## src/rtl/matrix_buffer.sv

```systemverilog
`default_nettype none
// ============================================================================
// Module   : matrix_buffer
// Purpose  : LINES x DEPTH element store streamed out diagonally (skewed) to
//            feed a systolic array; optional transpose via
//            MATRIX_BUFFER_TRANSPOSE_EN.
// Revision : 1.0 - initial release
// ============================================================================
module matrix_buffer #(
    parameter int DATA_WIDTH = 8,
    parameter int LINES      = 4,
    parameter int DEPTH      = 4
) (
    input  logic                          clk,
    input  logic                          rst,
    input  logic                          wr_en,
    input  logic [$clog2(LINES)-1:0]      wr_line,
    input  logic [$clog2(DEPTH)-1:0]      wr_elem,
    input  logic [DATA_WIDTH-1:0]         wr_data,
    input  logic                          start,
`ifdef MATRIX_BUFFER_TRANSPOSE_EN
    input  logic                          transpose,
`endif
    output logic                          ready,
    output logic                          busy,
    output logic                          done,
    output logic                          wr_err,
    output logic [LINES-1:0]              stream_valid,
    output logic [LINES*DATA_WIDTH-1:0]   stream_data
);

    localparam int LW = $clog2(LINES);
    localparam int EW = $clog2(DEPTH);
    localparam int TW = $clog2(DEPTH + LINES - 1);
    localparam logic [TW-1:0] C_T_LAST = TW'(DEPTH + LINES - 2);

    typedef enum logic [1:0] {
        ST_IDLE   = 2'd0,
        ST_STREAM = 2'd1,
        ST_DONE   = 2'd2
    } state_t;

    state_t                r_state;
    state_t                w_state_nxt;
    logic [TW-1:0]         r_t;
    logic [TW-1:0]         w_t_nxt;
    logic                  r_wr_err;
    logic                  w_line_ok;
    logic                  w_elem_ok;
    logic                  w_wr_in_range;
    logic [DATA_WIDTH-1:0] r_mem [LINES][DEPTH];

    // ------------------------------------------------------------------
    // Write address range check (only meaningful for non-power-of-2 sizes)
    // ------------------------------------------------------------------
    if ((1 << LW) == LINES) begin : g_line_pow2
        assign w_line_ok = 1'b1;
    end else begin : g_line_npow2
        assign w_line_ok = (wr_line < LW'(LINES));
    end

    if ((1 << EW) == DEPTH) begin : g_elem_pow2
        assign w_elem_ok = 1'b1;
    end else begin : g_elem_npow2
        assign w_elem_ok = (wr_elem < EW'(DEPTH));
    end

    assign w_wr_in_range = w_line_ok && w_elem_ok;

    // ------------------------------------------------------------------
    // FSM
    // ------------------------------------------------------------------
    always_ff @(posedge clk or posedge rst) begin
        if (rst) begin
            r_state <= ST_IDLE;
            r_t     <= '0;
        end else begin
            r_state <= w_state_nxt;
            r_t     <= w_t_nxt;
        end
    end

    always_comb begin
        w_state_nxt = r_state;
        w_t_nxt     = r_t;
        ready       = 1'b0;
        busy        = 1'b0;
        done        = 1'b0;
        case (r_state)
            ST_IDLE: begin
                ready = 1'b1;
                if (start) begin
                    w_state_nxt = ST_STREAM;
                    w_t_nxt     = '0;
                end
            end
            ST_STREAM: begin
                busy = 1'b1;
                if (r_t == C_T_LAST) begin
                    w_state_nxt = ST_DONE;
                    w_t_nxt     = '0;
                end else begin
                    w_t_nxt = r_t + TW'(1);
                end
            end
            ST_DONE: begin
                busy        = 1'b1;
                done        = 1'b1;
                w_state_nxt = ST_IDLE;
                w_t_nxt     = '0;
            end
            default: begin
                w_state_nxt = ST_IDLE;
                w_t_nxt     = '0;
            end
        endcase
    end

    // ------------------------------------------------------------------
    // Storage: writes only land while idle
    // ------------------------------------------------------------------
    always_ff @(posedge clk or posedge rst) begin
        if (rst) begin
            for (int l = 0; l < LINES; l++) begin
                for (int e = 0; e < DEPTH; e++) begin
                    r_mem[l][e] <= '0;
                end
            end
        end else if (wr_en && w_wr_in_range && (r_state == ST_IDLE)) begin
            r_mem[wr_line][wr_elem] <= wr_data;
        end
    end

    always_ff @(posedge clk or posedge rst) begin
        if (rst) begin
            r_wr_err <= 1'b0;
        end else begin
            r_wr_err <= wr_en && w_wr_in_range && (r_state != ST_IDLE);
        end
    end

    assign wr_err = r_wr_err;

`ifdef MATRIX_BUFFER_TRANSPOSE_EN
    logic r_transpose;

    if (LINES != DEPTH) begin : g_transpose_check
        $error("matrix_buffer: transpose requires LINES == DEPTH");
    end

    // Latched on the start edge so the whole stream uses one orientation
    always_ff @(posedge clk or posedge rst) begin
        if (rst) begin
            r_transpose <= 1'b0;
        end else if ((r_state == ST_IDLE) && start) begin
            r_transpose <= transpose;
        end
    end
`endif

    // ------------------------------------------------------------------
    // Skewed read-out: line l lags line 0 by l cycles
    // ------------------------------------------------------------------
    for (genvar gl = 0; gl < LINES; gl++) begin : g_line
        logic [TW:0]           w_off;
        logic                  w_hit;
        logic [DATA_WIDTH-1:0] w_elem;

        // Extra MSB acts as the borrow flag for t < l
        assign w_off = {1'b0, r_t} - (TW+1)'(gl);
        assign w_hit = (r_state == ST_STREAM) && !w_off[TW]
                       && (w_off[TW-1:0] < TW'(DEPTH));

`ifdef MATRIX_BUFFER_TRANSPOSE_EN
        assign w_elem = r_transpose ? r_mem[w_off[LW-1:0]][gl]
                                    : r_mem[gl][w_off[EW-1:0]];
`else
        assign w_elem = r_mem[gl][w_off[EW-1:0]];
`endif

        assign stream_valid[gl]                          = w_hit;
        assign stream_data[gl*DATA_WIDTH +: DATA_WIDTH]  = w_hit ? w_elem : '0;
    end

endmodule
`default_nettype wire

```

## config.mk

```make
export PLATFORM = sky130hd
export DESIGN_NAME = matrix_buffer
export DESIGN_NICKNAME = d
export VERILOG_FILES = /design/src/rtl/matrix_buffer.sv
export SDC_FILE = /design/constraint.sdc
export NUM_CORES = 1
export LEC_CHECK = 0
export ABC_CLOCK_PERIOD_IN_PS = 6150
export CAP_MARGIN = 5
export CORE_ASPECT_RATIO = 1.75
export CORE_MARGIN = 5
export CORE_UTILIZATION = 58
export DETAILED_ROUTE_END_ITERATION = 7
export GPL_ROUTABILITY_DRIVEN = 0
export PLACE_DENSITY = 0.9
export SLEW_MARGIN = 30
export SYNTH_ARGS = -nofsm -noshare
export SYNTH_HDL_FRONTEND = slang
export SYNTH_SLANG_ARGS = --single-unit
```

## constraint.sdc

```tcl
create_clock -name clk -period 6.15 [get_ports clk]
set_input_delay 1.845 -clock clk [delete_from_list [all_inputs] [get_ports clk]]
set_output_delay 1.845 -clock clk [all_outputs]
set_load 0.1 [all_outputs]
```

# Word level (Yosys, flattened, before mapping)

Index checks and enable logic that the tools add are counted.

Add/sub/neg operators: 4
Multipliers: 0
Div/mod/pow operators: 0
Order comparisons: 12
Equality and inequality tests: 5
Shifts and indexed selects: 0
Multiplexer cells: 30
Bitwise gates (word level): 6
Reduce and logical (&&, ||, !) cells: 18

Operators by type and width:

| operator                                                 | count |
|---|---|
| bitwise mux 128 bit                                      | 1 |
| 2-to-1 mux 8 bit                                         | 13 |
| binary-select mux 8 bit (select 2 bit)                   | 4 |
| demux 32 bit (select 2 bit)                              | 1 |
| 2-to-1 mux 32 bit                                        | 1 |
| greater-or-equal comparator 3 bit, second input constant | 6 |
| NOT 2 -> 3 bit                                           | 6 |
| demux 8 bit (select 2 bit)                               | 1 |
| < comparator 3 bit, second input constant                | 4 |
| logical AND 1 bit                                        | 11 |
| subtractor 3 x 2 -> 4 bit, second input constant         | 2 |
| < comparator 3 x 1 -> 1 bit, second input constant       | 2 |
| 2-to-1 mux 3 bit                                         | 2 |
| case mux 3 bit (2 select lines)                          | 1 |
| 2-to-1 mux 2 bit                                         | 2 |
| inequality test 2 bit, second input constant             | 2 |
| case mux 2 bit (2 select lines)                          | 1 |
| subtractor 3 x 1 -> 4 bit, second input constant         | 1 |
| adder 3 x 1 -> 3 bit, second input constant              | 1 |
| == test 3 bit, second input constant                     | 1 |
| logical NOT 1 bit                                        | 3 |
| 2-to-1 mux 1 bit                                         | 3 |
| == test 2 x 1 -> 1 bit, second input constant            | 1 |
| == test 2 bit, second input constant                     | 1 |
| other kinds (4)                                          | 4 |

Bits in registers: 134
Latch bits: 0
Memory bits (writable): 0
ROM bits: 0
Input bits: 16
Logic and storage cells: 94
Memories: 0

# Longest topological paths before layout

Gate-level depths: netlist of the first run.

Depth after elaboration: 8
Gate-level depth with buffers: 8
Depth with buffers taken out: 5

# Worst setup path after synthesis of the first run

No wires, ideal clock.

Kind: register -> output
From: register r_t[1]
To: output port stream_data[14]
Arrival time: 3.383 ns
Data required time: 4.305 ns
Setup slack: 0.922 ns
Stages on the path, launching flop included: 9
Path buffers: 4
Cell sequence: dfrtp_1 > clkbuf_1 > buf_2 > inv_1 > ha_1 > buf_2 > buf_1 > mux4_2 > nor2b_1

Cells in the longest elaborated chain, start to end: 6
Elaborated cells on any way between the ends: 10

Ends and longest elaborated chain:

| element                                              | RTL line | source |
|---|---|---|
| start: declaration                                   | 45       | `logic [TW-1:0] r_t;` |
| start signal: assignment                             | 79       | `r_t <= w_t_nxt;` |
| subtractor 3 x 1 -> 4 bit *                          | 170      | `assign w_off = {1'b0, r_t} - (TW+1)'(gl);` |
| NOT 2 -> 3 bit (not written as such)                 | 178      | `assign w_elem = r_mem[gl][w_off[EW-1:0]];` |
| binary-select mux 8 bit (select 2 bit)               | 178      |  |
| 2-to-1 mux 8 bit (not written as such) (2 in series) | 178      |  |
| 2-to-1 mux 8 bit *                                   | 182      | `assign stream_data[gl*DATA_WIDTH +: DATA_WIDTH] = w_hit ? w_elem : '0;` |
| end: declaration                                     | 29       | `output logic [LINES*DATA_WIDTH-1:0] stream_data` |

Every way passes the cells marked *; elsewhere a longest branch is shown, timed or not. The select of a mux whose other input is x is not followed.

# Worst setup path after layout of the first run

From: register r_t[1]
To: output port stream_valid[2]

Cells in the longest elaborated chain, start to end: 4
Elaborated cells on any way between the ends: 5

Ends and longest elaborated chain:

| element                                                    | RTL line | source |
|---|---|---|
| subtractor 3 x 2 -> 4 bit *                                | 170      |  |
| branches (longest 2 deep; another with < comparator 3 bit) | -        |  |
| logical AND 1 bit *                                        | 172      | `&& (w_off[TW-1:0] < TW'(DEPTH));` |
| end: declaration                                           | 28       | `output logic [LINES-1:0] stream_valid,` |

Mark *: on every way between the ends.

==> results.toml, run 1 <==
[logic_synthesis]
yosysWarningCount = 0
syn_area_per_cell_sq_um = 15.2
syn_area_sq_um = 6390
synth_cell_types = 36
synthCells = 420
syn_nets = 445
ys_seq_area_frac = 0.525
synth_seq_cells = 134

[clock_tree]
cts-buffers-inserted = 17
cts_tree = "done"
h-tree-depth = 4
cts.path.max_buffers = 2
root_buffer = "clkbuf_16"
cts_setup_buffers = 0
post_cts_resized = 0
clock_latency_ns = 0.41
cts_hold_repair.buffers = 0
cts_num_sinks = 134
path_clk_slew_ns = 0.06

[cells_and_area]
post-route-util = 0.695
drive_gt1_frac = 0.482
n_fill_cell = 698
area_delta_synth_final_pct = 17.0
final_cell_area_sq_um = 7470
diodes = 0
regArea_sq_um = 3350
nets = 497
multiInputGateArea_sq_um = 2830

[timing]
max_slew_margin = 0.335
fin_crit_ns = 5.27
setup_viol = 0
drv_slew = 0
setup_tns_ns = 0
grt_setup_unrepaired = "no"
finalCritPeriodShare = 0.857
fin_skew_ns = 0.00563
finalHoldViolations = 0
hold_slack_ns = 0.501
worst_pin_slew_ns = 0.995
fmax_ghz = 0.190

[hold_path]
hp-class = "flop to flop"

[route]
vias_per_cell = 6.05
drt_iter0_markers = 198
vias = 3720
detail-route-antenna-nets = 0
routedWlPerCell_um = 22.6
wl_um = 13900
drc = 0
first_pass_iters = 4

[floorplan]
die_area_sq_um = 13300
initial_core_util = 0.593
die_h_um = 149
ios = 56
rows = 50
fp.dieW_um = 89.3
core-area_sq_um = 10800

[grt]
grt_max_degree = 75
overflow = 0
grt_pass1_wl_um = 22700
track_usage = 0.233
antenna_found_initial = 0
grt_pass1_vias = 4141

[placed_design]
port_buffers = 55
dp_hpwl_um = 8890
place_area_sq_um = 6920

[worst_setup_path]
worstPathMaxFanout = 20
worstSetupPathType = "flop to primary output"
worstSetupStartpointType = "flop"
cp.arrival_ns = 3.42
crit_required_ns = 4.30
slowest_delay_ns = 1.13
worst_path_most_repeated_cell = "inv_1"
endpoint_kind = "primary output"
slowest_stage = "clkdlybuf4s50_1"
path_cells = "inv_1 > ha_1 > nand3b_1 > buf_4 > inv_1 > clkdlybuf4s50_1"

[power]
p_leak_nw = 3.38
ir_drop_v = 0.000305
p_per_area_nw_per_um2 = 552
total_power_mw = 4.13

[run_status]
status = "complete, no violations"

[job]
max-cap-violations = 0
## worst max-delay path, delay by kind of cell, from the launching register on
family / cells / cell delay [ns]
buffers and inverters: 4 / 1.62
adders and majority gates: 1 / 0.28
and+or+nand+nor: 1 / 0.15
DFF: 1 / 0.95
## power by group
part | leakage [nW] | internal, mW | switching (mW)
Clock | 0.270 | 0.585 | 0.363
Sequential | 1.70 | 1.26 | 0.268
Combinational | 1.40 | 0.777 | 0.879
## cell type report
cell class	instances	area share
clock buffer	24	0.0644
clock inverter	8	0.00988
inverter	10	0.00569
multi-input combinational	249	0.379
sequential	134	0.449
tap	130	0.0218
timing repair buffer	60	0.0703
## registers in the layout, summed over array words and instances, names as in the netlist
| register | flops |
|---|---|
| r_mem | 128 |
| r_state | 2 |
| r_t | 3 |
| wr_err | 1 |
## cells by family after synthesis
logic type	Yosys count	share of synthesized area
xor gates and xnor gates	1	0.00137
adders and majority gates	9	0.0176
AOI/OAI and AO/OA	10	0.0108
DFF	134	0.525
buffers and inverters	37	0.0311
and+or+nand+nor	69	0.0707
muxes	160	0.343
## cells in the final DEF (no fill, tap or decap), types with 3 or more instances in the layout
cell	count
and3_1	9
nand2_1	4
clkinv_2	4
ha_1	9
mux2_4	8
mux2_2	120
clkbuf_16	17
nor2_2	9
dfrtp_1	133
clkbuf_8	3
mux4_2	32
clkbuf_1	4
inv_1	8
nand2b_1	7
clkdlybuf4s50_1	30
a21oi_1	3
nor2b_1	17
and2_1	8
buf_4	30
## final timing paths
path                                start         endpoint  slack, ns  cells after the start
worst max-delay path               r_t[1]  stream_valid[2]       0.88                      6
worst min-delay path            r_mem[88]        r_mem[88]       0.50                      1
worst max register to register     r_t[1]           r_t[1]       3.75                      4
worst min register to register  r_mem[88]        r_mem[88]       0.50                      1
max in group asynchronous             rst        r_mem[79]       3.36                      3
min in group asynchronous             rst        r_mem[45]       1.89                      2
## metal layers
| layer | vias up | share of wire | track usage | wire [um] |
|---|---|---|---|---|
| met4 | 0 | 0.021 | 0.0775 | 295 |
| met1 | 1969 | 0.38 | 0.291 | 5280 |
| met3 | 23 | 0.048 | 0.0553 | 662 |
| li1 | 1628 | - | - | - |
| met5 | - | 0 | 0 | 0 |
| met2 | 100 | 0.55 | 0.394 | 7690 |
## stage by stage
step / setup WS (ns) / std cells
finish: 0.881 / 615
global route: 0.766 / 615
CTS: 0.875 / 615
detailed placement: 1.32 / 583
global placement: 1.38 / 583
floorplan: 0.722 / 420
## synthesized netlist by cell type
cell type	count	area [sq um]
o21ai_0	1	5.00
ha_1	9	113
dfrtp_1	134	3350
nand4_1	1	6.26
a21oi_1	3	15.0
nor2b_1	17	106
nand4b_4	1	23.8
inv_1	9	33.8
mux4_2	32	721
and3_1	9	56.3
or2b_1	1	7.51
nand2_1	4	15.0
buf_1	1	3.75
and2b_1	1	7.51
and2_1	8	50.1
o22ai_1	2	12.5
clkbuf_1	11	41.3
and4bb_2	1	12.5
or3_1	2	12.5
xnor2_1	1	8.76
buf_4	9	67.6
nand2b_1	7	43.8
mux2_2	120	1350
nand3b_1	1	7.51
buf_2	3	15.0
nand4b_1	2	17.5
nand3b_2	1	11.3
nor2_1	2	7.51
clkinv_1	1	3.75
a21bo_2	2	20.0
a22o_1	1	8.76
a21boi_1	1	7.51
buf_6	3	33.8
nor2_2	9	56.3
mux2_4	8	120
nand3_1	2	10.0
Power figures use the tool's default switching activity.
==> inputs of run 2 (changes only) <==
GPL_ROUTABILITY_DRIVEN = default   (was 0)
PLACE_DENSITY = default   (was 0.9)
PLACE_DENSITY_LB_ADDON = 0.05   (was default)
TNS_END_PERCENT = 30   (was default)
==> run 2 against run 1 <==
Net effect: combinational power barely moved; clock skew grew 0.0011 ns; design area increased by 1.1%; count of clock-buffer cells in the layout fell by 5; non-clock buffer count shrank 1; global-route usage fell by 0.93 points; register-to-register slack better by 0.14 ns; clock power increased by 16%; final cell count decreased by 0.16%; largest power group unchanged.
==> results.toml, run 2 (synthesized netlist as in run 1, its figures left out) <==
[route]
vias = 3664
drc = 0
detail-route-antenna-nets = 0
wl_um = 13300
drt_iter0_markers = 183
routedWlPerCell_um = 21.6
vias_per_cell = 5.97
first_pass_iters = 4

[worst_setup_path]
endpoint_kind = "primary output"
worstPathMaxFanout = 28
crit_required_ns = 4.30
worstSetupStartpointType = "flop"
cp.arrival_ns = 3.07
worstSetupPathType = "flop to primary output"

[cells_and_area]
multiInputGateArea_sq_um = 2830
final_cells = 614
reg_top3 = "r_mem x128, r_t x3, r_state x2"
area_delta_synth_final_pct = 18.3
mostFrequentLayoutCell = "dfrtp_1"
drive_gt1_frac = 0.492
mostFrequentLayoutCells = "dfrtp_1 (133), mux2_2 (120), mux4_2 (32), buf_4 (31), clkdlybuf4s50_1 (28)"
largest_reg_flops = 128
n_fill_cell = 748
largest-register = "r_mem"
diodes = 0
nets = 496
regArea_sq_um = 3360

[timing]
worst_pin_slew_ns = 0.977
grt_setup_unrepaired = "no"
setup_tns_ns = 0
drv_slew = 0
finalHoldViolations = 0
max_slew_margin = 0.347
fin_skew_ns = 0.00676
finalCritPeriodShare = 0.800
setup_viol = 0
fmax_ghz = 0.203
fin_crit_ns = 4.92

[floorplan]
fp.dieW_um = 89.3
initial_core_util = 0.593
die_h_um = 149
die_area_sq_um = 13300
core-area_sq_um = 10800
ios = 56
rows = 50

[hold_path]
hp-class = "flop to flop"

[clock_tree]
root_buffer = "clkbuf_16"
post_cts_resized = 0
cts_num_sinks = 134
cts_tree = "done"
cts_setup_buffers = 0
cts-buffers-inserted = 17
cts_hold_repair.buffers = 0
clock_latency_ns = 0.41
path_clk_slew_ns = 0.05
h-tree-depth = 4
cts.path.max_buffers = 2

[grt]
overflow = 0
grt_util_met2 = 0.373
grt_max_degree = 72
grt.busiest_layer = "met2"
track_usage = 0.224
antenna_found_initial = 0
met1_usage = 0.285
met3_usage = 0.0569
grt_pass1_vias = 4045
grt_pass1_wl_um = 21800

[power]
p_leak_nw = 3.41
clkPwrFrac = 0.260
p_sw_mw = 1.48
total_power_mw = 4.24
ir_drop_v = 0.000314
comb_power_share = 0.389
p_int_mw = 2.76
p_per_area_nw_per_um2 = 561
seqPwrFrac = 0.351
switching_share = 0.349

[placed_design]
dp_hpwl_um = 8670
place_congestion = 0.765
dp.cells = 582
port_buffers = 55

[job]
max-cap-violations = 0

[run_status]
status = "complete, no violations"
## run 2: cell types whose count changed in the layout (fill, tap and decap cells not counted), moves of 2 or more
cell / change
bufinv_16: +4
clkdlybuf4s50_1: -2
clkbuf_8: -2
clkinvlp_4: +2
clkbuf_1: -3
## run 2: routing by layer
layer,up-vias,wire length (um)
met2,85,7070
li1,1629,-
met3,18,554
met5,-,0
met4,0,174
met1,1932,5470
## run 2: path summary, 6_finish.rpt
path                             from         endpoint  slack, ns  cells after the start
setup / recovery               r_t[0]  stream_data[31]       1.23                      5
hold / removal             r_mem[107]       r_mem[107]       0.50                      1
setup reg to reg           r_state[0]        r_mem[18]       3.89                      5
hold reg to reg            r_mem[107]       r_mem[107]       0.50                      1
max in group asynchronous         rst        r_mem[68]       3.36                      3
min in group asynchronous         rst        r_mem[60]       1.89                      2
## run 2: power groups by stage
stage | logic, mW | registers (mW) | clock network (mW)
floorplan | 1.42 | 1.40 | 0
global placement | 1.63 | 1.47 | 0
detailed placement | 1.67 | 1.50 | 0
CTS | 1.67 | 1.49 | 1.12
global route | 1.75 | 1.54 | 1.16
finish | 1.65 | 1.49 | 1.10
## run 2: final cells by class
cell class                 count  area share
clock inverter                13      0.0270
sequential                   134       0.444
timing repair buffer          59      0.0679
multi-input combinational    249       0.375
clock buffer                  19      0.0586
inverter                      10     0.00563
tap                          130      0.0215
## run 2: metrics by stage
stage	setup slack, ns	utilization	hold slack (ns)	area, sq um
2_1_floorplan	0.722	-	0.474	6390
4_1_cts	0.906	0.702	0.501	7550
6_report	1.23	0.702	0.499	7560
3_5_place_dp	1.34	0.642	0.488	6900
5_1_grt	1.04	0.702	0.515	7560
3_3_place_gp	1.42	0.642	0.481	6900
## run 2: worst max-delay path, stage by stage, from the launching register on
cell	delay [ns]
dfrtp_4	0.79
inv_1	0.16
ha_1	0.88
mux4_2	0.42
and2_1	0.17
buf_4	0.23
==> inputs of run 3 (changes only) <==
ABC_CLOCK_PERIOD_IN_PS = 4240   (was 6150)
CORE_UTILIZATION = 52   (was 58)
clock period = 4.24 ns   (was 6.15 ns; I/O delays follow)
==> run 3 against run 2 <==
Net effect: first-iteration DRC count is 18% lower; sequential cell count stayed put; design area is 4.2% higher.
==> results.toml, run 3 (synthesized netlist as in run 1, its figures left out) <==
[route]
first_pass_iters = 4
wl_um = 13800
detail-route-antenna-nets = 0
drc = 0
vias_per_cell = 5.55
vias = 3613
drt_iter0_markers = 150
routedWlPerCell_um = 21.2

[power]
clkPwrFrac = 0.240
seqPwrFrac = 0.340
p_leak_nw = 3.49
p_per_area_nw_per_um2 = 781
total_power_mw = 6.15
switching_share = 0.358
p_sw_mw = 2.20
comb_power_share = 0.419
p_int_mw = 3.95
ir_drop_v = 0.000485

[worst_setup_path]
worstSetupStartpointType = "flop"
worstSetupPathType = "flop to primary output"
endpoint_kind = "primary output"
crit_required_ns = 2.97
worstPathMaxFanout = 12
cp.arrival_ns = 2.61

[cells_and_area]
mostFrequentLayoutCells = "dfrtp_1 (133), mux2_2 (120), mux4_2 (32), buf_12 (27), buf_4 (18)"
drive_gt1_frac = 0.516
n_fill_cell = 878
area_delta_synth_final_pct = 23.3
reg_top3 = "r_mem x128, r_t x3, r_state x2"
final_cell_area_sq_um = 7870
multiInputGateArea_sq_um = 2830
regArea_sq_um = 3350
diodes = 0
largest_reg_flops = 128
post-route-util = 0.656
largest-register = "r_mem"
nets = 498
mostFrequentLayoutCell = "dfrtp_1"

[hold_path]
hp-class = "flop to flop"

[grt]
grt_util_met2 = 0.367
overflow = 0
grt_max_degree = 77
met3_usage = 0.0356
grt_pass1_wl_um = 22600
track_usage = 0.207
antenna_found_initial = 0
grt.busiest_layer = "met2"
grt_pass1_vias = 4048
met1_usage = 0.258

[timing]
fin_skew_ns = 0.0102
setup_tns_ns = 0
setup_viol = 0
fin_crit_ns = 3.88
fmax_ghz = 0.258
drv_slew = 0
grt_setup_unrepaired = "no"
worst_pin_slew_ns = 0.971
finalHoldViolations = 0
finalCritPeriodShare = 0.915
max_slew_margin = 0.351
hold_slack_ns = 0.498

[placed_design]
dp_hpwl_um = 9080
place_congestion = 0.743
port_buffers = 55
place_area_sq_um = 7270

[floorplan]
rows = 53
initial_core_util = 0.532
core-area_sq_um = 12000
fp.dieW_um = 93.8
die_h_um = 157
die_area_sq_um = 14700
ios = 56

[clock_tree]
path_clk_slew_ns = 0.05
post_cts_resized = 0
cts_setup_buffers = 0
root_buffer = "clkbuf_16"
cts_num_sinks = 134
cts_tree = "done"
cts_hold_repair.buffers = 0
cts.path.max_buffers = 2
clock_latency_ns = 0.41
cts-buffers-inserted = 17
h-tree-depth = 4

[run_status]
status = "complete, no violations"

[job]
max-cap-violations = 0
run 3: cell types whose count changed in the layout (fill, tap and decap cells not counted), sizes merged:
cell           before  now
buf                31   45
clkdlybuf4s50      28   16
bufinv              5    3
clkbuf             19   20
clkinvlp            4    5
run 3: path summary, 6_finish.rpt:
check	depth (start not counted)	to	startpoint	slack, ns
hold / removal	1	r_mem[56]	r_mem[56]	0.50
setup reg to reg	5	r_mem[19]	r_state[1]	1.96
max in group asynchronous	3	r_mem[90]	rst	2.09
hold reg to reg	1	r_mem[56]	r_mem[56]	0.50
min in group asynchronous	2	r_mem[29]	rst	1.32
setup / recovery	6	stream_data[11]	r_t[2]	0.36
run 3: stage by stage:
step | setup slack, ns | cells
after detailed placement | 0.772 | 619
after floorplan | -0.415 | 420
final | 0.361 | 651
after CTS | 0.323 | 651
after global placement | 0.850 | 619
after global routing | 0.116 | 651
run 3: final cells by class:
| class | instances | share of cell area |
|---|---|---|
| well taps | 165 | 0.0262 |
| repair buffers | 61 | 0.106 |
| multi-input cells | 249 | 0.360 |
| clock buffers | 20 | 0.0567 |
| flip-flops and latches | 134 | 0.426 |
| inverters | 10 | 0.00525 |
| clock inverters | 12 | 0.0194 |
run 3: worst max-delay path: stages, from the launching register on:
cell and delay, ns:
dfrtp_1 0.47, clkinv_1 0.35, ha_1 0.31, a21bo_2 0.18
nand3_1 0.31, nor2b_1 0.35, buf_12 0.21
run 3: power groups by stage:
| stage | sequential (mW) | combinational (mW) | clock (mW) |
|---|---|---|---|
| after global placement | 2.06 | 2.55 | 0 |
| after detailed placement | 2.11 | 2.60 | 0 |
| final | 2.09 | 2.58 | 1.48 |
| after floorplan | 2.03 | 2.07 | 0 |
| after global routing | 2.16 | 2.73 | 1.56 |
| after CTS | 2.09 | 2.62 | 1.50 |
run 3: per-layer routing:
layer / part of all wire / routed length (um) / vias to the layer above
met5: 0 / 0 / -
met4: 0.012 / 163 / 0
met3: 0.027 / 369 / 12
met2: 0.55 / 7670 / 58
li1: - / - / 1626
met1: 0.41 / 5630 / 1917
==> edit 1: new RTL, settings of run 1 <==
Encoding of `state_t`: now one-hot (3 bits for 3 states).
--- a/src/rtl/matrix_buffer.sv
+++ b/src/rtl/matrix_buffer.sv
@@ -35,8 +35,8 @@
     localparam logic [TW-1:0] C_T_LAST = TW'(DEPTH + LINES - 2);
 
-    typedef enum logic [1:0] {
-        ST_IDLE   = 2'd0,
-        ST_STREAM = 2'd1,
-        ST_DONE   = 2'd2
+    typedef enum logic [2:0] {
+        ST_IDLE   = 3'b001,
+        ST_STREAM = 3'b010,
+        ST_DONE   = 3'b100
     } state_t;
 
Behaviour: same outputs for any inputs over 4 cycles, from zero or initial values and one cycle with rst high; so few cycles prove little.
==> edit 1 against run 1 <==
- sequential cell count rose by 1
- setup slack improved by 0.019 ns
- total power fell by 11%
- final area rose by 0.90%
- area after synthesis rose by 0.41%
- register-to-register slack improved by 0.04 ns
- routed wire length fell by 1.4%
- worst hold slack got worse by 0.00058 ns
- largest cell class unchanged
==> edit 1: results (changes against run 1) <==
| Metric | Value |
|---|---|
| Outcome | complete, no violations |
| DR WL met3 | 528 um (-20%) |
| Critical path's slowest cell | dfrtp_1 |
| Filler Cells Inserted | 672 (-3.7%) |
| FF-to-FF setup slack | 3.79 ns (+0.04 ns) |
| Relative slew margins | 33.30% (-0.19 points) |
| Layout cells sized above 1 | 50.00% (+1.8 points) |
| Area of the multi-input gates | 0.002844 mm2 (+0.35%) |
| Clk cell area share | 8.046% (+0.61 points) |
| Final #Nets | 493 (-0.80%) |
| Global-route met1 utilization | 28.93% (-0.14 points) |
| Register area share after synthesis | 52.70% (+0.19 points) |
| Area contributors post-synth | dfrtp_1 52%, mux2_2 22%, mux4_2 11% |
| Pre-CTS WS | 1.292 ns (-0.03196 ns) |
| Vias in the first global route | 4202 (+1.5%) |
| Clock root cell | clkbuf_16 |
| Signal buffers | 59 (-1.7%) |
| Sw power | 1.080 mW (-28%) |
| Non-clock buffer area fraction after layout | 6.802% (-0.23 points) |
| Syn nets | 446 (+0.22%) |
| Multi-In Gates | 250 (+0.40%) |
| Sequential power | 1.56 mW (+3%) |
| Met2 usage | 38.26% (-1.1 points) |
| P_comb | 1.09 mW (-34%) |
| VDD IR max | 0.0003623 V (+19%) |
| DR WL/cell | 22.37 um (-1.2%) |
| GR Util met3 | 4.920% (-0.61 points) |
| Inverters | 8 (-2) |
| Reg2reg path depth | 3 (-1) |
| Clock buffer cells | 20 (-17%) |
| Final Skew | 0.006761 ns (+0.001128 ns) |
| DRT Pass-1 Iters | 4 (unchanged) |
| Gate Count Post-Synth | 424 (+0.95%) |
| Cell-internal power | 2.601 mW (-0.66%) |
| Final core occ | 70.09% (+0.63 points) |
| Register area | 0.003381 mm2 (+0.78%) |
| 1st-iter DRT viols | 230 (+16%) |
| Routed vias/inst | 6.150 (+1.7%) |
| Tcrit/Tclk final | 85.36% (-0.32 points) |
| Worst path max stage delay | 0.91 ns (-0.22 ns) |
| Crit path to | stream_data[8] |
| Seq_cells | 135 (+0.75%) |
| Dpl cell area | 0.006933 mm2 (+0.24%) |
| Gr usage total | 22.77% (-0.53 points) |
| Largest regs | r_mem (128), r_state (3), r_t (3) |
| Worst Path Arrival | 3.40 ns (-0.02 ns) |
| Worst R2R Start | r_t[1] |
| Metal2 WL | 7494 um (-2.5%) |
| Post-DP HPWL | 8872 um (-0.22%) |
| Non-filler cells, final | 614 (-0.16%) |
| CP max FO | 21 (+5.0%) |
| Min Hold Slack | 0.5000 ns (-0.0005760 ns) |
edit 1: cell types whose count changed in the layout (fill, tap and decap cells not counted), sizes merged, moves of 4 or more:
cell and delta:
nor2b +12, and2 -7, nand2b -7, nor2 -7, clkbuf -4, nand2 +4
edit 1: kinds of logic (layout without fill, tap and decap cells):
logic type,after synthesis,in the layout,synth area share [%]
buffers and inverters,39,99,2.946
flip-flops,135,135,52.70
AND/OR/NAND/NOR,75,75,8.546
multiplexers,160,160,33.72
XOR/XNOR,1,1,0.1366
adder cells (fa/ha/maj),6,6,1.171
AO/OA/AOI/OAI,8,8,0.7804
edit 1: how the worst min path moves through the flow:
stage | start | to | depth (start not counted)
2_1_floorplan | r_mem[56] | r_mem[56] | 1
3_3_place_gp | r_mem[60] | r_mem[60] | 1
3_5_place_dp | r_mem[6] | r_mem[6] | 1
4_1_cts | r_mem[6] | r_mem[6] | 1
5_1_grt | r_mem[108] | r_mem[108] | 1
6_report | r_mem[84] | r_mem[84] | 1
==> edit 2: new RTL, settings of run 1 <==
Made on the original files. The parameter `DATA_WIDTH` goes from 8 to 10.
--- a/src/rtl/matrix_buffer.sv
+++ b/src/rtl/matrix_buffer.sv
@@ -8,5 +8,5 @@
 // ============================================================================
 module matrix_buffer #(
-    parameter int DATA_WIDTH = 8,
+    parameter int DATA_WIDTH = 10,
     parameter int LINES      = 4,
     parameter int DEPTH      = 4
Interface: changed (resized stream_data and wr_data); port bits go from 56 to 66. The function was not compared with the original's and may differ.
==> edit 2 against run 1 <==
- routed wire length rose by 19%
- count of clock-buffer cells in the layout fell by 5
- final area grew 20%
- critical path depth unchanged
- critical path type unchanged
- register-to-register slack better by 0.10 ns
- global-route usage down 1.3 points
- total power rose by 18%
- area after synthesis up 21%
- highest routed layer unchanged
- sequential cell count grew 32
- setup slack better by 0.20 ns
- critical endpoint is now stream_data[10]
==> edit 2: results (changes against run 1) <==
| Metric | Value |
|---|---|
| Outcome | complete, no violations |
| 1st-iter DRT viols | 326 (+65%) |
| DR WL/cell | 22.07 um (-2.6%) |
| Clk cell area share | 6.153% (-1.3 points) |
| Min Hold Slack | 0.5017 ns (+0.001178 ns) |
| Reg2reg path depth | 5 (+1) |
| Worst Path Arrival | 3.22 ns (-0.20 ns) |
| Worst R2R Start | r_state[0] |
| Critical Path Start | r_t[0] |
| Signal buffers | 71 (+18%) |
| Layout cells sized above 1 | 49.13% (+0.88 points) |
| First-pass GRT wire length | 26630 um (+17%) |
| Multiplexer share of the synthesized area | 34.91% (+0.58 points) |
| Gr usage total | 21.99% (-1.3 points) |
| Worst skew pair latency | 0.43 ns (+0.02 ns) |
| Synth cell types | 31 (-14%) |
| Leakage Power | 4.004 nW (+19%) |
| Clk. pwr | 0.996 mW (+5.1%) |
| Synth-to-Final Area Change | 16.10% |
| Met2 usage | 38.58% (-0.78 points) |
| Critical path's slowest cell | dfrtp_2 |
| Port-buffer cells | 65 (+18%) |
| Clock buffer cells | 19 (-21%) |
| Worst hold start | r_mem[78] |
| Pre-CTS WS | 1.488 ns (+0.1644 ns) |
| FF-to-FF setup slack | 3.85 ns (+0.10 ns) |
| Clock share of power | 20.5% (-2.5 points) |
| CP max FO | 25 (+25%) |
| Final Skew | 0.01042 ns (+0.004790 ns) |
| Sw power | 1.801 mW (+19%) |
| #FFs+latches synth | 166 (+24%) |
| VDD IR max | 0.0002759 V (-9.4%) |
| Cells after DPL | 717 (+23%) |
| Final #Nets | 590 (+19%) |
| Syn nets | 535 (+20%) |
| Hold Path End | r_mem[78] |
| Top cells by count, synth | 166 x dfrtp_1, 160 x mux2_2, 40 x mux4_2, 21 x nor2b_1, 18 x clkbuf_1 |
| Critical path's top delay family | flip-flops |
| Worst path max stage delay | 0.87 ns (-0.26 ns) |
| Fraction of area in registers | 46.23% (+1.3 points) |
| Filler Cells Inserted | 861 (+23%) |
| Register area share after synthesis | 53.65% (+1.1 points) |
[edit 2: changes by cell type after synthesis, moves of 5 or more]
cell,before,now
buf_4,9,4
dfrtp_1,134,166
mux4_2,32,40
mux2_4,8,0
mux2_2,120,160
clkbuf_1,11,18
buf_2,3,11
[edit 2: per-layer routing]
metal | vias up | wire, um
li1 | 1947 | -
met1 | 2423 | 6337
met2 | 119 | 9045
met3 | 31 | 671
met4 | 0 | 495
met5 | - | 0
[edit 2: worst max path at each step]
| stage | endpoint | slack [ns] | cells after the start |
|---|---|---|---|
| 2_1_floorplan | stream_data[11] | 1.03 | 7 |
| 3_3_place_gp | stream_data[10] | 1.51 | 6 |
| 3_5_place_dp | stream_data[32] | 1.49 | 6 |
| 4_1_cts | stream_data[17] | 1.02 | 6 |
| 5_1_grt | stream_data[10] | 0.88 | 6 |
| 6_report | stream_data[10] | 1.08 | 6 |
